`src/rtl/hazard_control_unit.sv`:
```
// hazard_control_unit: load-use / multicycle-FPU stall and taken-branch flush sequencer for the 5-stage core
// Ports: clk/rst (async, active-low); ID source regs and use flags; EX rd, load, reg-write,
// multicycle-FPU and branch-taken flags in; stall/bubble/flush enables, fpu_busy and FSM state out;
// stall_cycles/flush_count performance counters, built only when HAZARD_PERF_EN is defined (else tied to 0).
module hazard_control_unit #(
  parameter int LOAD_STALL_CYC = 2,
  parameter int FPU_LAT = 4,
  parameter int CNT_W = 4
) (
  input  logic        clk,
  input  logic        rst,
  input  logic [4:0]  id_rs1,
  input  logic [4:0]  id_rs2,
  input  logic        id_uses_rs1,
  input  logic        id_uses_rs2,
  input  logic [4:0]  ex_rd,
  input  logic        ex_mem_read,
  input  logic        ex_reg_write,
  input  logic        ex_fpu_mc,
  input  logic        ex_branch_taken,
  output logic        stall_if,
  output logic        stall_id,
  output logic        bubble_ex,
  output logic        stall_ex,
  output logic        bubble_mem,
  output logic        flush_if_id,
  output logic        flush_id_ex,
  output logic        fpu_busy,
  output logic [1:0]  state,
  output logic [31:0] stall_cycles,
  output logic [15:0] flush_count
);
  localparam logic [1:0] RUN = 2'd0;
  localparam logic [1:0] LOAD_STALL = 2'd1;
  localparam logic [1:0] FPU_WAIT = 2'd2;
  localparam bit FPU_STALL = FPU_LAT > 1;
  localparam bit FPU_HOLD = FPU_LAT > 2;
  localparam bit LOAD_HOLD = LOAD_STALL_CYC > 1;
  // the trigger cycle in RUN is the first stalled cycle, so the wait states cover the remainder
  localparam logic [CNT_W-1:0] FPU_INIT = CNT_W'(FPU_HOLD ? FPU_LAT - 3 : 0);
  localparam logic [CNT_W-1:0] LOAD_INIT = CNT_W'(LOAD_HOLD ? LOAD_STALL_CYC - 2 : 0);
  logic [1:0] state_q, state_d;
  logic [CNT_W-1:0] cnt, cnt_d;
  logic load_use, run, fpu_go, lu_go, ls, fw, hold;
  always_comb begin
    load_use = ex_mem_read & ex_reg_write & (ex_rd != 5'd0) &
               ((id_uses_rs1 & (id_rs1 == ex_rd)) | (id_uses_rs2 & (id_rs2 == ex_rd)));
    run = state_q == RUN;
    ls = state_q == LOAD_STALL;
    fw = state_q == FPU_WAIT;
    fpu_go = run & ~ex_branch_taken & ex_fpu_mc & FPU_STALL;
    lu_go = run & ~ex_branch_taken & ~(ex_fpu_mc & FPU_STALL) & load_use;
    hold = (ls | fw) & (cnt != '0);
    state_d = (fpu_go & FPU_HOLD) ? FPU_WAIT : (lu_go & LOAD_HOLD) ? LOAD_STALL : hold ? state_q : RUN;
    cnt_d = fpu_go ? FPU_INIT : lu_go ? LOAD_INIT : hold ? cnt - CNT_W'(1) : '0;
  end
  always_ff @(posedge clk or negedge rst)
    if (!rst) begin
      state_q <= RUN;
      cnt <= '0;
    end else begin
      state_q <= state_d;
      cnt <= cnt_d;
    end
  assign stall_if = rst & (fpu_go | lu_go | ls | fw);
  assign stall_id = stall_if;
  assign bubble_ex = rst & (lu_go | ls);
  assign stall_ex = rst & (fpu_go | fw);
  assign bubble_mem = stall_ex;
  assign fpu_busy = stall_ex;
  assign flush_if_id = rst & run & ex_branch_taken;
  assign flush_id_ex = flush_if_id;
  assign state = state_q & {2{rst}};
`ifdef HAZARD_PERF_EN
  always_ff @(posedge clk or negedge rst)
    if (!rst) begin
      stall_cycles <= '0;
      flush_count <= '0;
    end else begin
      stall_cycles <= stall_cycles + 32'(stall_if);
      flush_count <= flush_count + 16'(flush_if_id);
    end
`else
  assign stall_cycles = '0;
  assign flush_count = '0;
`endif
endmodule
```
`config.mk`:
```
export PLATFORM = sky130hd
export DESIGN_NAME = hazard_control_unit
export DESIGN_NICKNAME = d
export VERILOG_FILES = /design/src/rtl/hazard_control_unit.sv
export SDC_FILE = /design/constraint.sdc
export NUM_CORES = 1
export LEC_CHECK = 0
export BUFFER_PORTS_ARGS = -buffer_cell sky130_fd_sc_hd__buf_2
export CORE_UTILIZATION = 39
export DETAILED_ROUTE_END_ITERATION = 10
export MAX_ROUTING_LAYER = met4
export PLACE_DENSITY = 0.84
export SYNTH_ARGS = -nofsm -noshare
export SYNTH_HDL_FRONTEND = slang
export SYNTH_SLANG_ARGS = --single-unit
```
`constraint.sdc`:
```
create_clock -name clk -period 2.21 [get_ports clk]
set_clock_uncertainty 0.05 [all_clocks]
set_input_delay 0.221 -clock clk [delete_from_list [all_inputs] [get_ports clk]]
set_output_delay 0.221 -clock clk [all_outputs]
set_load 0.05 [all_outputs]
```
# Yosys cells after proc, flatten, opt, wreduce, memory -nomap -nowiden
# Index checks and enable logic that the tools add are counted.
dict set report word_totals {
  word_cells 42
  reg_bits 6
  inputBits 23
}
dict set report op_classes {
  reduce_logical 3
  n_addsub 1
  muxes 6
  n_eq_ne 5
  n_bitwise 25
}
# op n
set ops {}
lappend ops {{1-bit bitwise AND} 15}
lappend ops {{4-bit two-way mux} 3}
lappend ops {{5-bit equality test} 2}
lappend ops {{1-bit OR} 7}
lappend ops {{2-bit two-way mux} 3}
lappend ops {{5-bit nonzero test} 1}
lappend ops {{4-bit nonzero test} 1}
lappend ops {{4-bit by 1-bit subtractor with 4-bit output, second input constant} 1}
lappend ops {{3-bit != test, second input constant} 1}
lappend ops {{2-bit bitwise AND} 1}
lappend ops {{2-bit by 1-bit equality test with 1-bit output, second input constant} 1}
lappend ops {{2-bit equality test, second input constant} 1}
lappend ops {{2-bit logical NOT} 1}
lappend ops {{1-bit inverter} 2}

# Logic depth before layout (Yosys ltp)
# Gate-level depths: netlist (run 1).
dict set report logic_depth {
  ltp_word 9
  ltp_mapped 7
  ltp_nobuf 6
}

# Worst setup path before layout (run 1)
# No wires, ideal clock.
dict set report synth_path {
  path_kind {flip-flop to output port}
  from {register state_q[1]}
  to {output port stall_if}
  arrival_time_ps 2390
  setup_slack_ps -451
  n_path_buf 1
  path_stages_with_launch 8
  required_ps 1939
  cell_sequence {dfrtp_1 > inv_1 > ha_1 > and3b_1 > o21a_1 > a21oi_1 > o21ai_1 > buf_4}
}
dict set report synth_via {
  elab_chain_len 8
  word_cells_on_any_way 11
  classes_between {2 x eq/ne; 8 x bitwise; 1 x reduce/logical}
}
# element line
set synth_rtl {}
lappend synth_rtl {{start, declared} 42} ;# logic [1:0] state_q, state_d;
lappend synth_rtl {{start signal, assigned} 62} ;# state_q <= state_d;
lappend synth_rtl {{2-bit logical NOT} 48} ;# run = state_q == RUN;
lappend synth_rtl {{1-bit bitwise AND} {51, 52}}
lappend synth_rtl {{1-bit bitwise AND (2 in series)} 52} ;# lu_go = run & ~ex_branch_taken & ~(ex_fpu_mc & FPU_STALL) & load_use;
lappend synth_rtl {{1-bit OR (2 in series)} 65} ;# assign stall_if = rst & (fpu_go | lu_go | ls | fw);
lappend synth_rtl {{1-bit OR *} 65}
lappend synth_rtl {{1-bit bitwise AND *} 65}
lappend synth_rtl {{end, declared} 21} ;# output logic stall_if,
# Every way passes the cells marked *; elsewhere a longest branch is shown, timed or not.

# Worst setup path in the final report (run 1)
# Same ends and word-level chain as after synthesis.

==> implementation parameters, run 1 <==
Parameter                              Value

Synthesis
  Fraction of the mapped netlist area in adder cells    under 10%
  Combinational family with the most area after synthesis    buffers and inverters
  Number of instances in the synthesized netlist    120
  Primary flip-flop cell chosen by synthesis mapping    dfrtp_1
  Async set or reset register ratio after synthesis    100%
  Yosys reg bits    6
  Number of library cell types mapped by synthesis    29
  Share of synthesized cell area in and, or, nand and nor gates    about 16%
  Number of flops mapped to enable cells by yosys    0
  Ranking of synthesized cells by area    buf_4 (39%), dfrtp_1 (15%), xnor2_1 (8.8%), ha_1 (6.3%), nand2_1 (3.0%)
  Share of the yosys chip area belonging to registers    15.1%
  Cell type contributing the most total cell area after synthesis    buf_4
  Post-Syn Area per Cell    a little over 8 sq um
  Multiplexer share of the synthesized area    0%
  Syn Std Cell Area    about 990 sq um
  Synthesized-area fraction occupied by xor and xnor cells    a little over a tenth
  Compound-gate portion of the synthesized area    around a tenth
  Portion of synthesized cell area occupied by the leading cell type    39.3%
  Total number of yosys warnings    0

Job
  Maxcap violations    0

Floorplan
  DIE WIDTH    52.5 microns
  Top-level port count    81
  Number of placement rows    17
  Initial cell density of the core    43.2%
  Placeable core region    around 2300 sq um
  Die span in y    52.5 microns
  Area of the die    between 2000 and 3000 sq um

Placement
  Final RePlAce weighted congestion    0.775
  Post-placement worst setup slack    between 0.2 and 0.25 ns
  HPWL after detailed placement    roughly 1400 microns
  Number of buffer cells added on primary ports    32

Route
  WL/cell    roughly 8.9 microns
  Routed vias    730
  Router iterations before antenna repair    4
  Total DRC errors in the routed layout    0
  Vias per cell    ~4.1
  Drt initial violations    8
  Post-route antenna net violation count    0
  Detailed-route wire length    about 1600 microns

Critical path
  Critical path required time    1.94 ns
  Startpoint Class    flip-flop
  Kind of end point of the critical path    output pin
  Category of the most critical setup path    reg -> out
  Largest driver fanout on the critical path    5
  Data arrival time of the critical path    between 1.5 and 2 ns

Clocking
  Clk Latency, worst-skew pair    ~0.24 ns
  Clock transition at the register clock pins on the worst setup and hold paths after CTS    approximately 0.040 ns
  H-tree levels    1
  CTS Root Cell    clkbuf_4
  Number of CTS-inserted buffers    3
  Clk sink count    6
  Clock tree buffer depth    2
  TritonCTS clock tree    built

Cells and area
  Antenna fix cells    0
  Area Growth Syn to Fin    6.93%
  Fill cells    between 200 and 250
  Final-stage net count    182
  Fraction of layout instances using a drive strength above 1    just over 30%
  Post-route core utilization    a little under half

STA
  Minimum period implied by the final worst setup slack    2.09 ns
  Worst hold slack after final layout    0.286 ns
  Period Utilization, post-route    94.4%
  Number of failing setup endpoints in the final timing report    0
  Count of endpoints failing hold in the final timing report    0
  Unrepaired setup endpoints after global routing    false
  Fmax achieved    between 400 and 500 MHz
  Max-slew violations    0
  Final WS setup    about 0.12 ns

Global route
  Met2 usage in global routing    approximately 23%
  Vias in the first global route    around 640
  Pin count of the biggest net entering global routing    14
  Met3 global-route usage    0%
  Overall routing resource usage    between 10 and 15%
  Met1 Usage GRT    13.3%
  Wire length of the first global-routing pass    between 2000 and 3000 microns
  Total global routing overflow    0
  Initial antenna violation count    0
  Busiest grt layer    met2

Power
  PwrDens    550 nW/um^2
  Peak supply drop    ~210 uV
  Static Leak    approximately 0.56 nW

Min path
  Path category of the worst min-delay check    in -> reg

Status
  Status    finished, final reports clean
## routing by layer
layer  share of wire (%)  vias up
li1                    -      359
met1                  36      330
met2                  58       41
met3                 6.1        0
met4                   0        0
met5                   0        -
## layout make-up
class,instances,area [sq um],share of cell area (%)
inverters,5,18.8,1.77
repair buffers,34,196,18.5
well taps,28,35.0,3.30
clock buffers,3,22.5,2.12
flip-flops and latches,6,150,14.1
multi-input cells,104,639,60.2
## cells in the final DEF, fill, tap and decap left out, drive strengths merged, types with 3 or more instances in the layout
master	n
ha	5
xnor2	10
buf	33
nand2	8
dfrtp	6
inv	5
conb	48
nor3	4
clkbuf	3
a21oi	5
o21ai	3
## critical path: stages (launching register included)
cell	delay, ns
dfrtp_1	0.38
inv_1	0.10
ha_2	0.21
and3b_1	0.24
o21a_2	0.25
a21oi_2	0.16
o21ai_4	0.09
buf_6	0.16
## registers in the layout (all words and copies together) (netlist names)
name,count
cnt,4
state_q,2
## stage by stage
step	area, sq um	setup TNS, ns	total power [mW]	std cells
floorplan	1180	-0.0264	0.501	167
global placement	995	0	0.476	176
detailed placement	995	0	0.479	176
CTS	1030	0	0.582	180
global route	1060	0	0.620	180
finish	1060	0	0.584	180
## repair_timing
action,4_1_cts,5_1_grt
setup buffers,0,0
endpoints found under the hold margin,6,0
resized for setup,1,12
setup endpoints to repair,2,3
hold buffers,1,0
## cells by family (layout without fill, tap and decap cells)
group,count (synthesis),count (layout)
xor+xnor,12,12
buf+inv,57,42
fa+ha+maj,5,5
flops,6,6
simple gates,24,24
compound gates,15,15
other cells,1,48
## cells in the mapped netlist (2+ instances only)
library cell	instances
a21oi_1	5
and2_1	2
buf_4	52
dfrtp_1	6
ha_1	5
inv_1	5
nand2_1	8
nand4_1	2
nor2_1	2
nor3_1	2
o21ai_1	3
xnor2_1	10
xor2_1	2
## where the power goes
group	internal, mW	total [mW]	switching [mW]
clock network	0.0611	0.0954	0.0343
logic	0.0727	0.364	0.291
registers	0.118	0.125	0.00674
## final timing paths
kind                                          endpoint                    from  cells past startpoint  slack (ns)
worst max-delay path                          stall_if  state_q[1]$_DFFE_PN0P_                      7        0.12
worst min-delay path            state_q[0]$_DFFE_PN0P_               ex_fpu_mc                      3        0.29
worst max register to register  state_q[1]$_DFFE_PN0P_  state_q[1]$_DFFE_PN0P_                      6        0.62
worst min register to register  state_q[0]$_DFFE_PN0P_  state_q[0]$_DFFE_PN0P_                      2        0.50
max in group asynchronous             cnt[0]$_DFF_PN0_                     rst                      2        1.57
min in group asynchronous             cnt[3]$_DFF_PN0_                     rst                      2        0.34
Power figures use the tool's default switching activity.
==> inputs of run 2 (changes only) <==
Settings changed: RECOVER_POWER from default to 50.
==> implementation parameters, run 2 (synthesized netlist as in run 1, its figures left out) <==
Parameter                              Value

Cells and area
  Leading registers by flop count    cnt x4, state_q x2
  Flip-flop count of the largest register, all copies and words added    4 (unchanged)
  Commonest non-fill, non-tap cells in the layout    conb_1 (48), buf_2 (29), xnor2_1 (10)
  Fraction of layout instances using a drive strength above 1    30.3% (-0.66 points)
  Area Growth Syn to Fin    5.79%
  Final-stage net count    182 (unchanged)
  Fill cells    248 (+0.40%)
  Leading cell type in the layout, fill and taps excluded    conb_1
  Antenna fix cells    0 (unchanged)
  Register bank with the most flops    cnt
  Post-route standard cell area excluding fillers    1050 sq um (-1.1%)

Clocking
  Clock transition at the register clock pins on the worst setup and hold paths after CTS    0.04 ns (about the same)
  Clock tree buffer depth    2 (unchanged)
  Number of CTS-inserted buffers    3 (unchanged)
  Number of setup buffers added after CTS    0 (unchanged)
  H-tree levels    1 (unchanged)
  CTS Root Cell    clkbuf_4
  TritonCTS clock tree    built
  Clk Latency, worst-skew pair    0.24 ns (about the same)
  Clk sink count    6 (unchanged)

Power
  Total net switching power    329 uW (-1.0%)
  Combinational share of power    61.9% (-0.4 points)
  PwrDens    552 nW/um^2 (+0.31%)
  Fraction of power consumed by the clock network    16.5% (+0.2 points)
  Overall power consumption    580 uW (-0.75%)
  Sequential group share of total power    21.6% (+0.2 points)
  Peak supply drop    214 uV (-0.16%)
  Static Leak    0.562 nW (-0.40%)
  Internal power consumption    251 uW (-0.42%)
  Net switching share of the total power    56.7% (-0.15 points)

Critical path
  Critical register-to-register path startpoint    state_q[1]$_DFFE_PN0P_
  Crit path max-delay cell type    dfrtp_1
  Critical path required time    1.94 ns (about the same)
  Register-to-register setup slack    0.48 ns (-0.14 ns)
  Kind of end point of the critical path    output pin
  Startpoint Class    flip-flop
  Sequence of cells on the critical path    inv_1, ha_2, nand4b_4, a211oi_4, nand2_2, o21ai_4, buf_6
  Endpoint of the worst-slack reg-to-reg timing path    cnt[1]$_DFF_PN0_
  Largest driver fanout on the critical path    4 (-1)
  Data arrival time of the critical path    1.81 ns (about the same)
  Category of the most critical setup path    reg -> out
  Cells on worst reg2reg path    6 (unchanged)
  Maximum single-stage delay on the critical path    0.40 ns (+0.02 ns)

Route
  WL/cell    8.92 microns (+0.12%)
  Routed vias    740 (+1.4%)
  Vias per cell    4.11 (+1.4%)
  Router iterations before antenna repair    4 (unchanged)
  Drt initial violations    10 (+2)
  Total DRC errors in the routed layout    0 (unchanged)
  Detailed-route wire length    1610 microns (+0.12%)
  Post-route antenna net violation count    0 (unchanged)

STA
  Worst slew margin relative to its limit    66.3%
  Fmax achieved    480 MHz (+0.12%)
  Minimum period implied by the final worst setup slack    2.08 ns (-0.00255 ns)
  Max-slew violations    0 (unchanged)
  Transition at the pin with the smallest max-transition slack    approximately 0.5 ns
  Period Utilization, post-route    94.3% (-0.12 points)
  Final WS setup    0.127 ns (+0.00255 ns)
  Count of endpoints failing hold in the final timing report    0 (unchanged)
  Worst hold slack after final layout    0.286 ns (-0.0000130 ns)
  Number of failing setup endpoints in the final timing report    0 (unchanged)
  Unrepaired setup endpoints after global routing    false

Global route
  Overall routing resource usage    12.6% (unchanged)
  Vias in the first global route    635 (unchanged)
  Initial antenna violation count    0 (unchanged)
  Total global routing overflow    0 (unchanged)
  Wire length of the first global-routing pass    2520 microns (unchanged)
  Pin count of the biggest net entering global routing    14 (unchanged)

Floorplan
  Die span in y    52.5 microns (unchanged)
  Placeable core region    2300 sq um (unchanged)
  Area of the die    2750 sq um (unchanged)
  Initial cell density of the core    43.2% (unchanged)
  Number of placement rows    17 (unchanged)
  Top-level port count    81 (unchanged)
  DIE WIDTH    52.5 microns (unchanged)

Min path
  Startpoint of the tightest hold check path    ex_fpu_mc
  Endpoint, Worst Hold    state_q[0]$_DFFE_PN0P_
  Number of cells on the worst hold path    3 (unchanged)
  Path category of the worst min-delay check    in -> reg

Placement
  HPWL after detailed placement    1370 microns (unchanged)
  Final RePlAce weighted congestion    0.775 (unchanged)
  Number of buffer cells added on primary ports    32 (unchanged)
  Post-placement worst setup slack    0.244 ns (unchanged)
  Placed instance area    995 sq um (unchanged)

Job
  Maxcap violations    0 (unchanged)

Status
  Status    finished, final reports clean
## run 2: per-stage QoR
step	std cells	setup TNS, ns	utilization [%]
floorplan	167	-0.0264	-
global placement	176	0	43.3
detailed placement	176	0	43.3
CTS	180	0	44.9
global route	180	0	45.8
finish	180	0	45.8
## run 2: how the worst max path moves through the flow
stage / slack [ns] / cells past startpoint / to / start
3_5_place_dp: 0.24 / 7 / stall_id / state_q[1]$_DFFE_PN0P_
3_3_place_gp: 0.30 / 7 / stall_id / state_q[0]$_DFFE_PN0P_
6_report: 0.13 / 7 / stall_if / state_q[1]$_DFFE_PN0P_
2_1_floorplan: -0.03 / 6 / bubble_ex / state_q[1]$_DFFE_PN0P_
4_1_cts: 0.01 / 7 / stall_id / state_q[1]$_DFFE_PN0P_
5_1_grt: 0.006 / 7 / stall_if / state_q[1]$_DFFE_PN0P_
## run 2: repair_timing
item | CTS | global route
resized for setup | 1 | 12
endpoints found under the setup margin | 2 | 3
cloned | 0 | 0
hold buffers | 1 | 0
hold endpoints to repair | 6 | 0
## run 2: layout make-up
cell class / count / area, sq um / share of cell area, %
clock buffers: 3 / 22.5 / 2.14
inverters: 5 / 18.8 / 1.79
well taps: 28 / 35.0 / 3.33
flip-flops and latches: 6 / 150 / 14.3
repair buffers: 34 / 196 / 18.7
multi-input cells: 104 / 628 / 59.8
## run 2: critical path, delay by kind of cell, from the launching register on
family	cells	cell delay, ns
compound gates	2	0.43
fa+ha+maj	1	0.22
buf+inv	2	0.30
flops	1	0.40
simple gates	2	0.22
## run 2: layer usage
metal / vias to the layer above / GRT usage [%] / share of wire [%]
met4: 0 / 7.89 / 0.37
met5: - / - / 0
li1: 358 / - / -
met3: 2 / 0 / 7.1
met2: 51 / 23.2 / 58
met1: 329 / 13.3 / 35
## run 2: power groups by stage
stage                     Combinational (mW)  Sequential [mW]  Clock [mW]
final                                  0.359            0.125      0.0957
after global routing                   0.384            0.126       0.104
after CTS                              0.356            0.125       0.101
after detailed placement               0.352            0.127           0
after global placement                 0.350            0.126           0
after floorplan                        0.376            0.125           0
